**src/rtl/deit_tile_scheduler_pkg.sv**
```systemverilog
// Shared definitions for the DeiT tile scheduler: FSM state encoding and
// default widths.
package deit_tile_scheduler_pkg;

  localparam int unsigned SCH_CNT_W = 16;

  typedef enum logic [2:0] {
    SCH_IDLE      = 3'd0,
    SCH_WAIT_DATA = 3'd1,
    SCH_LAUNCH    = 3'd2,
    SCH_RUN       = 3'd3,
    SCH_DRAIN     = 3'd4,
    SCH_DONE      = 3'd5,
    SCH_ERROR     = 3'd6
  } sch_state_e;

  function automatic logic sch_is_busy(input sch_state_e s);
    return (s == SCH_WAIT_DATA) || (s == SCH_LAUNCH) || (s == SCH_RUN) ||
           (s == SCH_DRAIN) || (s == SCH_DONE);
  endfunction

  // States in which the watchdog accumulates time.
  function automatic logic sch_is_timed(input sch_state_e s);
    return (s == SCH_WAIT_DATA) || (s == SCH_RUN) || (s == SCH_DRAIN);
  endfunction

endpackage

```
**src/rtl/deit_tile_scheduler_watchdog.sv**
```systemverilog
// Loadable saturating cycle counter with clear, enable and terminal compare.
// A zero limit disables the terminal output.
module sched_watchdog #(
  parameter int unsigned W = 24
) (
  input  logic         clk,
  input  logic         rst,
  input  logic         i_clr,
  input  logic         i_en,
  input  logic         i_load,
  input  logic [W-1:0] i_load_val,
  input  logic [W-1:0] i_limit,
  output logic [W-1:0] o_cnt,
  output logic         o_hit
);

  logic [W-1:0] cnt_q, cnt_d;

  always_comb begin
    cnt_d = cnt_q;
    if (i_clr)
      cnt_d = '0;
    else if (i_load)
      cnt_d = i_load_val;
    else if (i_en && (cnt_q != '1))
      cnt_d = cnt_q + W'(1);
  end

  always_ff @(posedge clk) begin
    if (rst) cnt_q <= '0;
    else     cnt_q <= cnt_d;
  end

  assign o_cnt = cnt_q;
  // Fires on the last counted cycle so the exit lands exactly i_limit cycles in.
  assign o_hit = i_en && (i_limit != '0) && (cnt_q == i_limit - W'(1));

endmodule

```
**src/rtl/deit_tile_scheduler.sv**
```systemverilog
// Sequences deit_core over N output tiles x K accumulation passes: waits for
// weight/input buffers, launches passes, drives acc/output controls, drains.
module deit_tile_scheduler
  import deit_tile_scheduler_pkg::*;
#(
  parameter int unsigned CNT_W       = SCH_CNT_W,
  parameter int unsigned TMO_W       = 24,
  parameter int unsigned DRAIN_GUARD = 8
) (
  input  logic             clk,
  input  logic             rst,
  input  logic             i_cmd_start,
  input  logic             i_cmd_abort,
  input  logic [CNT_W-1:0] i_cfg_k_tiles,
  input  logic [CNT_W-1:0] i_cfg_n_tiles,
  input  logic [31:0]      i_cfg_compute_cycles,
  input  logic [TMO_W-1:0] i_cfg_timeout,
  input  logic             i_wbuf_ready,
  input  logic             i_ibuf_ready,
  input  logic             i_core_done,
  input  logic             i_core_idle,
  input  logic             i_obuf_empty,
  output logic             o_core_start,
  output logic [31:0]      o_cfg_compute_cycles,
  output logic             o_cfg_acc_mode,
  output logic             o_cfg_output_en,
  output logic             o_busy,
  output logic             o_done,
  output logic             o_err_timeout,
  output logic             o_err_overrun,
  output logic [CNT_W-1:0] o_k_idx,
  output logic [CNT_W-1:0] o_n_idx
);

  sch_state_e       state_q, state_d;
  logic [CNT_W-1:0] k_last_q, k_last_d, n_last_q, n_last_d;
  logic [CNT_W-1:0] k_idx_q, k_idx_d, n_idx_q, n_idx_d;
  logic [31:0]      cc_q, cc_d;
  logic             w_rdy_q, w_rdy_d, i_rdy_q, i_rdy_d;
  logic             acc_q, acc_d, oen_q, oen_d;
  logic             err_tmo_q, err_tmo_d, err_ovr_q, err_ovr_d;

  logic             active, start_ok, consume, w_set, i_set, data_ok;
  logic             last_k, last_n, pass_done, guard_ok;
  logic             wd_en, wd_clr, wd_hit;
  logic [TMO_W-1:0] wd_cnt;

  assign active    = (state_q != SCH_IDLE) && (state_q != SCH_ERROR);
  assign start_ok  = i_cmd_start && !active;
  assign consume   = (state_q == SCH_LAUNCH);
  assign w_set     = i_wbuf_ready && active;
  assign i_set     = i_ibuf_ready && active;
  // A pulse in the deciding cycle counts, so launch follows the condition by one cycle.
  assign data_ok   = (w_rdy_q || w_set) && (i_rdy_q || i_set) && i_core_idle;
  assign last_k    = (k_idx_q == k_last_q);
  assign last_n    = (n_idx_q == n_last_q);
  assign pass_done = (state_q == SCH_RUN) && i_core_done;
  assign guard_ok  = (wd_cnt >= TMO_W'(DRAIN_GUARD));

  assign wd_en  = sch_is_timed(state_q);
  assign wd_clr = (state_d != state_q);

  sched_watchdog #(.W(TMO_W)) u_wdog (
    .clk        (clk),
    .rst        (rst),
    .i_clr      (wd_clr),
    .i_en       (wd_en),
    .i_load     (1'b0),
    .i_load_val ('0),
    .i_limit    (i_cfg_timeout),
    .o_cnt      (wd_cnt),
    .o_hit      (wd_hit)
  );

  always_comb begin
    state_d = state_q;
    unique case (state_q)
      SCH_IDLE, SCH_ERROR: if (i_cmd_start) state_d = SCH_WAIT_DATA;
      SCH_WAIT_DATA: begin
        if (data_ok)     state_d = SCH_LAUNCH;
        else if (wd_hit) state_d = SCH_ERROR;
      end
      SCH_LAUNCH: state_d = SCH_RUN;
      SCH_RUN: begin
        if (i_core_done) state_d = (last_k && last_n) ? SCH_DRAIN : SCH_WAIT_DATA;
        else if (wd_hit) state_d = SCH_ERROR;
      end
      SCH_DRAIN: begin
        if (guard_ok && i_obuf_empty) state_d = SCH_DONE;
        else if (wd_hit)              state_d = SCH_ERROR;
      end
      SCH_DONE: state_d = SCH_IDLE;
      default:  state_d = SCH_IDLE;
    endcase
    if (i_cmd_abort) state_d = SCH_IDLE;
  end

  always_comb begin
    // Flags are consumed during LAUNCH; a same-cycle pulse re-arms without overrun.
    w_rdy_d   = w_set || (w_rdy_q && !consume);
    i_rdy_d   = i_set || (i_rdy_q && !consume);
    err_ovr_d = err_ovr_q || (w_set && w_rdy_q && !consume) || (i_set && i_rdy_q && !consume);
    err_tmo_d = err_tmo_q || (wd_hit && (state_d == SCH_ERROR));
    k_idx_d   = k_idx_q;
    n_idx_d   = n_idx_q;
    k_last_d  = k_last_q;
    n_last_d  = n_last_q;
    cc_d      = cc_q;

    if (pass_done && !last_k) begin
      k_idx_d = k_idx_q + CNT_W'(1);
    end else if (pass_done && !last_n) begin
      k_idx_d = '0;
      n_idx_d = n_idx_q + CNT_W'(1);
    end

    if (start_ok) begin
      k_last_d  = (i_cfg_k_tiles == '0) ? '0 : i_cfg_k_tiles - CNT_W'(1);
      n_last_d  = (i_cfg_n_tiles == '0) ? '0 : i_cfg_n_tiles - CNT_W'(1);
      cc_d      = i_cfg_compute_cycles;
      k_idx_d   = '0;
      n_idx_d   = '0;
      w_rdy_d   = 1'b0;
      i_rdy_d   = 1'b0;
      err_tmo_d = 1'b0;
      err_ovr_d = 1'b0;
    end

    if (state_d == SCH_IDLE) begin
      k_idx_d = '0;
      n_idx_d = '0;
    end

    if (i_cmd_abort) begin
      w_rdy_d   = 1'b0;
      i_rdy_d   = 1'b0;
      err_tmo_d = err_tmo_q;
      err_ovr_d = err_ovr_q;
      cc_d      = '0;
      k_last_d  = '0;
      n_last_d  = '0;
    end

    if ((state_d == SCH_IDLE) || (state_d == SCH_ERROR)) begin
      acc_d = 1'b0;
      oen_d = 1'b0;
    end else begin
      acc_d = (k_idx_d != '0);
      oen_d = (k_idx_d == k_last_d);
    end
  end

  always_ff @(posedge clk) begin
    if (rst) begin
      state_q   <= SCH_IDLE;
      k_last_q  <= '0;
      n_last_q  <= '0;
      k_idx_q   <= '0;
      n_idx_q   <= '0;
      cc_q      <= '0;
      w_rdy_q   <= 1'b0;
      i_rdy_q   <= 1'b0;
      acc_q     <= 1'b0;
      oen_q     <= 1'b0;
      err_tmo_q <= 1'b0;
      err_ovr_q <= 1'b0;
    end else begin
      state_q   <= state_d;
      k_last_q  <= k_last_d;
      n_last_q  <= n_last_d;
      k_idx_q   <= k_idx_d;
      n_idx_q   <= n_idx_d;
      cc_q      <= cc_d;
      w_rdy_q   <= w_rdy_d;
      i_rdy_q   <= i_rdy_d;
      acc_q     <= acc_d;
      oen_q     <= oen_d;
      err_tmo_q <= err_tmo_d;
      err_ovr_q <= err_ovr_d;
    end
  end

  assign o_core_start         = consume && !i_cmd_abort && !rst;
  assign o_done               = (state_q == SCH_DONE) && !i_cmd_abort && !rst;
  assign o_busy               = sch_is_busy(state_q);
  assign o_cfg_compute_cycles = cc_q;
  assign o_cfg_acc_mode       = acc_q;
  assign o_cfg_output_en      = oen_q;
  assign o_err_timeout        = err_tmo_q;
  assign o_err_overrun        = err_ovr_q;
  assign o_k_idx              = k_idx_q;
  assign o_n_idx              = n_idx_q;

endmodule

```
**config.mk**
```make
export PLATFORM = sky130hd
export DESIGN_NAME = deit_tile_scheduler
export DESIGN_NICKNAME = d
export VERILOG_FILES = /design/src/rtl/deit_tile_scheduler_pkg.sv /design/src/rtl/deit_tile_scheduler_watchdog.sv /design/src/rtl/deit_tile_scheduler.sv
export SDC_FILE = /design/constraint.sdc
export NUM_CORES = 1
export LEC_CHECK = 0
export ABC_AREA = 1
export CELL_PAD_IN_SITES_DETAIL_PLACEMENT = 0
export CELL_PAD_IN_SITES_GLOBAL_PLACEMENT = 2
export CORE_UTILIZATION = 28
export DETAILED_ROUTE_END_ITERATION = 16
export PLACE_DENSITY_LB_ADDON = 0.1
export SLEW_MARGIN = 20
export SYNTH_ARGS = -nofsm -noshare
export SYNTH_HDL_FRONTEND = slang
export SYNTH_SLANG_ARGS = --single-unit
```
**constraint.sdc**
```tcl
create_clock -name clk -period 5 [get_ports clk]
set_clock_uncertainty 0.1 [all_clocks]
set_input_delay 0.75 -clock clk [delete_from_list [all_inputs] [get_ports clk]]
set_output_delay 0.75 -clock clk [all_outputs]
set_load 0.05 [all_outputs]
```
# Word-level counts from Yosys, hierarchy flattened
# Cells that the tools add are included.
[classes] div=0 multipliers=0 eq_ne=14 n_mux=18 magnitude_cmp=1 n_shift=0 n_bitwise=1 n_reduce_logical=59 n_addsub=6
[ops] op="$mux W16" n=8
[ops] op="$eq A16 B16 Y1" n=3
[ops] op="$add A16 B1 Y16 const B" n=2
[ops] op="$logic_not A16 Y1" n=2
[ops] op="$sub A16 B1 Y16 const B" n=2
[ops] op="$logic_and A1 B1 Y1" n=25
[ops] op="$add A24 B1 Y24 const B" n=1
[ops] op="$eq A24 B24 Y1" n=1
[ops] op="$ge A24 B4 Y1 const B" n=1
[ops] op="$ne A24 B24 Y1 const B" n=1
[ops] op="$reduce_bool A24 Y1" n=1
[ops] op="$sub A24 B1 Y24 const B" n=1
[ops] op="$mux W3" n=7
[ops] op="$reduce_bool A16 Y1" n=1
[ops] op="$pmux W3 S5" n=1
[ops] op="$logic_or A1 B1 Y1" n=14
[ops] op="$eq A3 B3 Y1 const B" n=4
[ops] op="$reduce_or A2 Y1" n=4
[ops] op="$eq A3 B2 Y1 const B" n=2
[ops] op="$logic_not A1 Y1" n=6
[ops] op="$logic_not A3 Y1" n=2
[ops] op="$reduce_or A3 Y1" n=2
[ops] op="$eq A3 B1 Y1 const B" n=1
[ops] op="$ne A3 B3 Y1" n=1
[ops] op="5 further kinds" n=6
[word_totals] latchBits=0 word_cells=112 ram_bits=0 mem_count=0 rom_bits=0 out_inout_bits=71 regBits=129 input_bits=97

# Logic depth before layout (Yosys ltp)
[depth] word_depth=13 depth_mapped=29 ltp_nobuf=28

# Hierarchy
# A second synthesis with hierarchy kept.
[hier_totals] cells_unflattened=1542 hier_area_um2=9078.7
[modules_own_cells] mod="deit_tile_scheduler" cells_per_inst=1020 instances=1 area_each_um2=6297.3 seq_area_each_um2=2102.0
[modules_own_cells] mod="sched_watchdog" cells_per_inst=522 instances=1 area_each_um2=2781.4 seq_area_each_um2=480.5

# Least setup slack after synthesis
# No wires, ideal clock.
[synth_path] kind="input to output" start="input port i_cmd_abort" end="output port o_core_start" path_buffers=2 t_arrival_ns=2.417 slack_ns=1.733 path_stages=5 t_required_ns=4.150 path_cell_list="clkbuf_1 > nor2_1 > clkinv_1 > clkbuf_1 > nor2_1"
[synth_via] elab_chain_len=3
[synth_lines] element="start: declaration" line="deit_tile_scheduler.sv:13" source="input logic i_cmd_abort,"
[synth_lines] element="$logic_not A1 Y1" line="deit_tile_scheduler.sv:183" source="assign o_core_start = consume && !i_cmd_abort && !rst;"
[synth_lines] element="$logic_and A1 B1 Y1 (2 in a row)" line="deit_tile_scheduler.sv:183"
[synth_lines] element="end: declaration" line="deit_tile_scheduler.sv:23" source="output logic o_core_start,"
# Every way passes these cells.

# Worst setup path after layout
[layout_path] start="input port i_cfg_timeout[0]" end="register n_idx_q[3], in the netlist o_n_idx[3]"
[layout_via] elab_chain_len=9 elab_cells_between_ends=13 cone_classes="add/sub: 1; eq/ne: 1; mux: 6; reduce/logical: 5"
[layout_lines] element="start: declaration" line="deit_tile_scheduler.sv:17" source="input logic [TMO_W-1:0] i_cfg_timeout,"
[layout_lines] element="$sub A24 B1 Y24 / $reduce_bool A24 Y1 (equally long branches)" line="deit_tile_scheduler_watchdog.sv:36" source="assign o_hit = i_en && (i_limit != '0) && (cnt_q == i_limit - W'(1));"
[layout_lines] element="$eq A24 B24 Y1 / $logic_and A1 B1 Y1 (equally long branches)" line="deit_tile_scheduler_watchdog.sv:36"
[layout_lines] element="$logic_and A1 B1 Y1 (*)" line="deit_tile_scheduler_watchdog.sv:36"
[layout_lines] element="$mux W3 (*)" line="deit_tile_scheduler.sv:81, deit_tile_scheduler.sv:86, deit_tile_scheduler.sv:90"
[layout_lines] element="$mux W3, on equally long branches" line="deit_tile_scheduler.sv:89, deit_tile_scheduler.sv:80, deit_tile_scheduler.sv:85"
[layout_lines] element="$pmux W3 S5 (*)" line="deit_tile_scheduler.sv:77" source="unique case (state_q)"
[layout_lines] element="$mux W3 (*)" line="deit_tile_scheduler.sv:95" source="if (i_cmd_abort) state_d = SCH_IDLE;"
[layout_lines] element="$logic_not A3 Y1 (*)" line="deit_tile_scheduler.sv:129" source="if (state_d == SCH_IDLE) begin"
[layout_lines] element="$reduce_or A3 Y1 (no source line) (*)"
[layout_lines] element="end signal: assignment" line="deit_tile_scheduler.sv:172" source="n_idx_q <= n_idx_d;"
[layout_lines] element="end: declaration" line="deit_tile_scheduler.sv:37" source="logic [CNT_W-1:0] k_idx_q, k_idx_d, n_idx_q, n_idx_d;"
# Mark *: on every way between the ends. The rest lies on a longest branch, timed or not.
# A chain may end at the register's enable or synchronous reset.

==> results_dict.tcl <==
set metrics [dict create \
    crit_type "primary input to flop" \
    hold_path.class "flop to flop" \
    r2r_start "o_k_idx[12]" \
    async_reset_ff_share_pct 0 \
    pwr-share-clk_pct 47.9 \
    dp_slack_ns 0.605 \
    swShare_pct 27.3 \
    placed_cells 1877 \
    tns_ns 0 \
    synth_cell_types 51 \
    synth.most_common_cell "nand2_1" \
    worstPathArrival_ns 4.13 \
    r2r_setup_slack_ns 1.49 \
    route.vias.total 8771 \
    wl_per_cell_um 15.3 \
    dpl.hpwl_um 22800 \
    max-slew-margin-rel_pct 55.5 \
    worstHoldPathCells 2 \
    grt_pass1_vias 8603 \
    io_buffer_count 167 \
    ys_top_cells_by_area "dfxtp_1 31%, nand2_1 15%, nor2_1 11%, inv_1 6.5%, nand3_1 5.7%" \
    grt_util_met1_pct 26.8 \
    synth_flop_cell "dfxtp_1" \
    cts_tree "done" \
    hold_start "o_cfg_compute_cycles[20]" \
    syn_inst 1344 \
    grt-ovfl-total 0 \
    crit_slowest_cell "clkdlybuf4s50_1" \
    cp-startpoint "i_cfg_timeout[0]" \
    seqPwrFrac_pct 38.4 \
    cts.sinks 129 \
    fin_crit_sh_pct 78.4 \
    grt_pass1_wl_um 46900 \
    dr.pass1.iters 5 \
    area_growth_pct 32.3 \
    synth_edf_count 0 \
    die_area_mm2 0.0308 \
    p_total_uw 2760 \
    place.gp.congestion 0.840 \
    pwr-share-comb_pct 13.8 \
    start_util_pct 28.5 \
    p_per_area_mw_per_mm2 248 \
    critical_path.startpoint_type "primary input" \
    min_to "o_cfg_compute_cycles[20]" \
    ctsHoldBuffers 0 \
    nNetsFinal 1612 \
    final_cell_area_mm2 0.0112 \
    worst_skew_pair.late_latency_ns 0.43 \
    rsz0062_at_grt "false" \
    setup_viol 0 \
    internal_power_uw 2010 \
    fmax_mhz 255 \
    end_kind "flop" \
    placed_area_mm2 0.0105 \
    synth_nets 1450 \
    crit_required_ns 5.21 \
    finalNonFillerCells 1909 \
    h-tree-depth 4 \
    cts_buffer_depth 2 \
    antenna_found_initial 0 \
    met2_usage_pct 30.0 \
    status "completed" \
    synth_seq_area_share_pct 30.6 \
    maxCapViolCount 0 \
    critPathMostFrequentCell "nand2_1" \
    synth_area_mm2 0.00844 \
    drv_slew 0 \
    yosysWarningCount 0 \
    grt_use_met3_pct 5.35 \
    diodes 0 \
    ir_worst_vdd_uv 235 \
    die_height_um 176 \
    r2r-end "o_cfg_output_en" \
    path_clk_slew_ns 0.06 \
    syn_avg_cell_area_um2 6.28 \
    drive_gt1_share_pct 6.12 \
    cts_resized 0 \
    drc 0 \
    cts_setup_buffers 0 \
    numCtsBuffers 17 \
    synth.top_cells.by_count "331 x nand2_1, 236 x nor2_1, 147 x inv_1" \
    fp-row-count 63 \
    switching_power_uw 756 \
    dr.first_iter.drc_count 452 \
    via_per_inst 4.59 \
    core_area_mm2 0.0296 \
    rr_worst_depth 18 \
    critPathMaxStageDelay_ns 0.48 \
    grt.busiest_layer "met2" \
    layout_setup_ws_ns 1.08 \
    period_minus_slack_ns 3.92 \
    synth_top_area_cell "dfxtp_1" \
    cp_max_fo 13 \
    die_w_um 176 \
    ant_nets 0 \
    p_leak_uw 0.00453 \
    track_usage_pct 19.5 \
    io_pins 168 \
    grt_max_degree 43 \
    netlist.area_leader.share_pct 30.6 \
    worstMarginPinSlew_ns 0.667 \
    wl_um 29300 \
    root_buffer "clkbuf_16" \
    synth_seq_cells 129 \
    hold_viol 0 \
]
## sequential cells by signal, summed over array words and instances, names as in the netlist
name	flops
n_last_q	16
o_err_overrun	1
o_k_idx	16
o_n_idx	16
o_cfg_acc_mode	1
w_rdy_q	1
k_last_q	16
i_rdy_q	1
o_cfg_compute_cycles	32
u_wdog.o_cnt	24
o_err_timeout	1
o_cfg_output_en	1
state_q	3
## worst max-delay path: cells and delay by family
kind                       cells  cell delay (ns)
adders and majority gates      1             0.24
buffers and inverters          5             1.06
AOI/OAI and AO/OA              1             0.04
and+or+nand+nor               18             2.04
## cell type report
type / instances / area [µm²]
clock buffer: 19 / 443
clock inverter: 13 / 174
fill: 3335 / 18500
inverter: 155 / 582
multi-input combinational: 1023 / 5100
sequential: 129 / 2580
tap: 390 / 488
timing repair buffer: 180 / 1790
## cell families after synthesis
logic type      Yosys count  synth area share (%)
compound gates          141                  9.51
xor+xnor                 89                  9.24
fa+ha+maj                 9                  1.33
buf+inv                 192                  8.96
flops                   129                  30.6
simple gates            784                  40.3
## routing by layer
layer	up-vias	part of all wire (%)	wire (µm)
li1	4628	-	-
met5	-	0	0
met4	0	0.91	267
met1	3956	49	14400
met3	17	6.2	1810
met2	170	44	12800
## power by group through the flow
stage	combinational [µW]	sequential, µW	clock (µW)
floorplan	177	1110	0
global placement	385	1080	0
detailed placement	383	1080	0
CTS	385	1060	1350
global route	421	1060	1400
finish	380	1060	1320
## layout by cell type, fill, tap and decap left out, drive strengths merged, types with 2 or more instances in the layout
master         instances
o21ai                 67
o22ai                  2
o21bai                 2
nand2                338
or2                    2
xnor2                 38
clkinv                 4
nor4                   9
nor3                  41
clkdlybuf4s50        165
a32o                   2
a22oi                  5
a211oi                 3
nor3b                  2
clkinvlp               3
nand3                 97
nor2                 249
nand4                 33
dfxtp                129
bufinv                 3
nand3b                 8
o211ai                 2
buf                   15
xor2                  51
a21oi                 52
clkbuf                19
ha                     9
inv                  158
and2                   2
and3                   2
## through the flow
step | hold slack [ns] | util, %
2_1_floorplan | 0.367 | -
3_5_place_dp | 0.357 | 35.6
5_1_grt | 0.380 | 37.7
6_report | 0.361 | 37.7
4_1_cts | 0.365 | 37.7
3_3_place_gp | 0.346 | 35.6
## worst max-delay path by stage
stage | to | slack, ns | depth (start not counted)
floorplan | o_core_start | 1.73 | 5
global placement | o_cfg_output_en | 0.68 | 26
detailed placement | o_n_idx[1] | 0.61 | 25
CTS | o_n_idx[3] | 1.05 | 25
global route | o_cfg_output_en | 0.64 | 26
finish | o_n_idx[3] | 1.08 | 25
(Power assumes the default switching activity.)
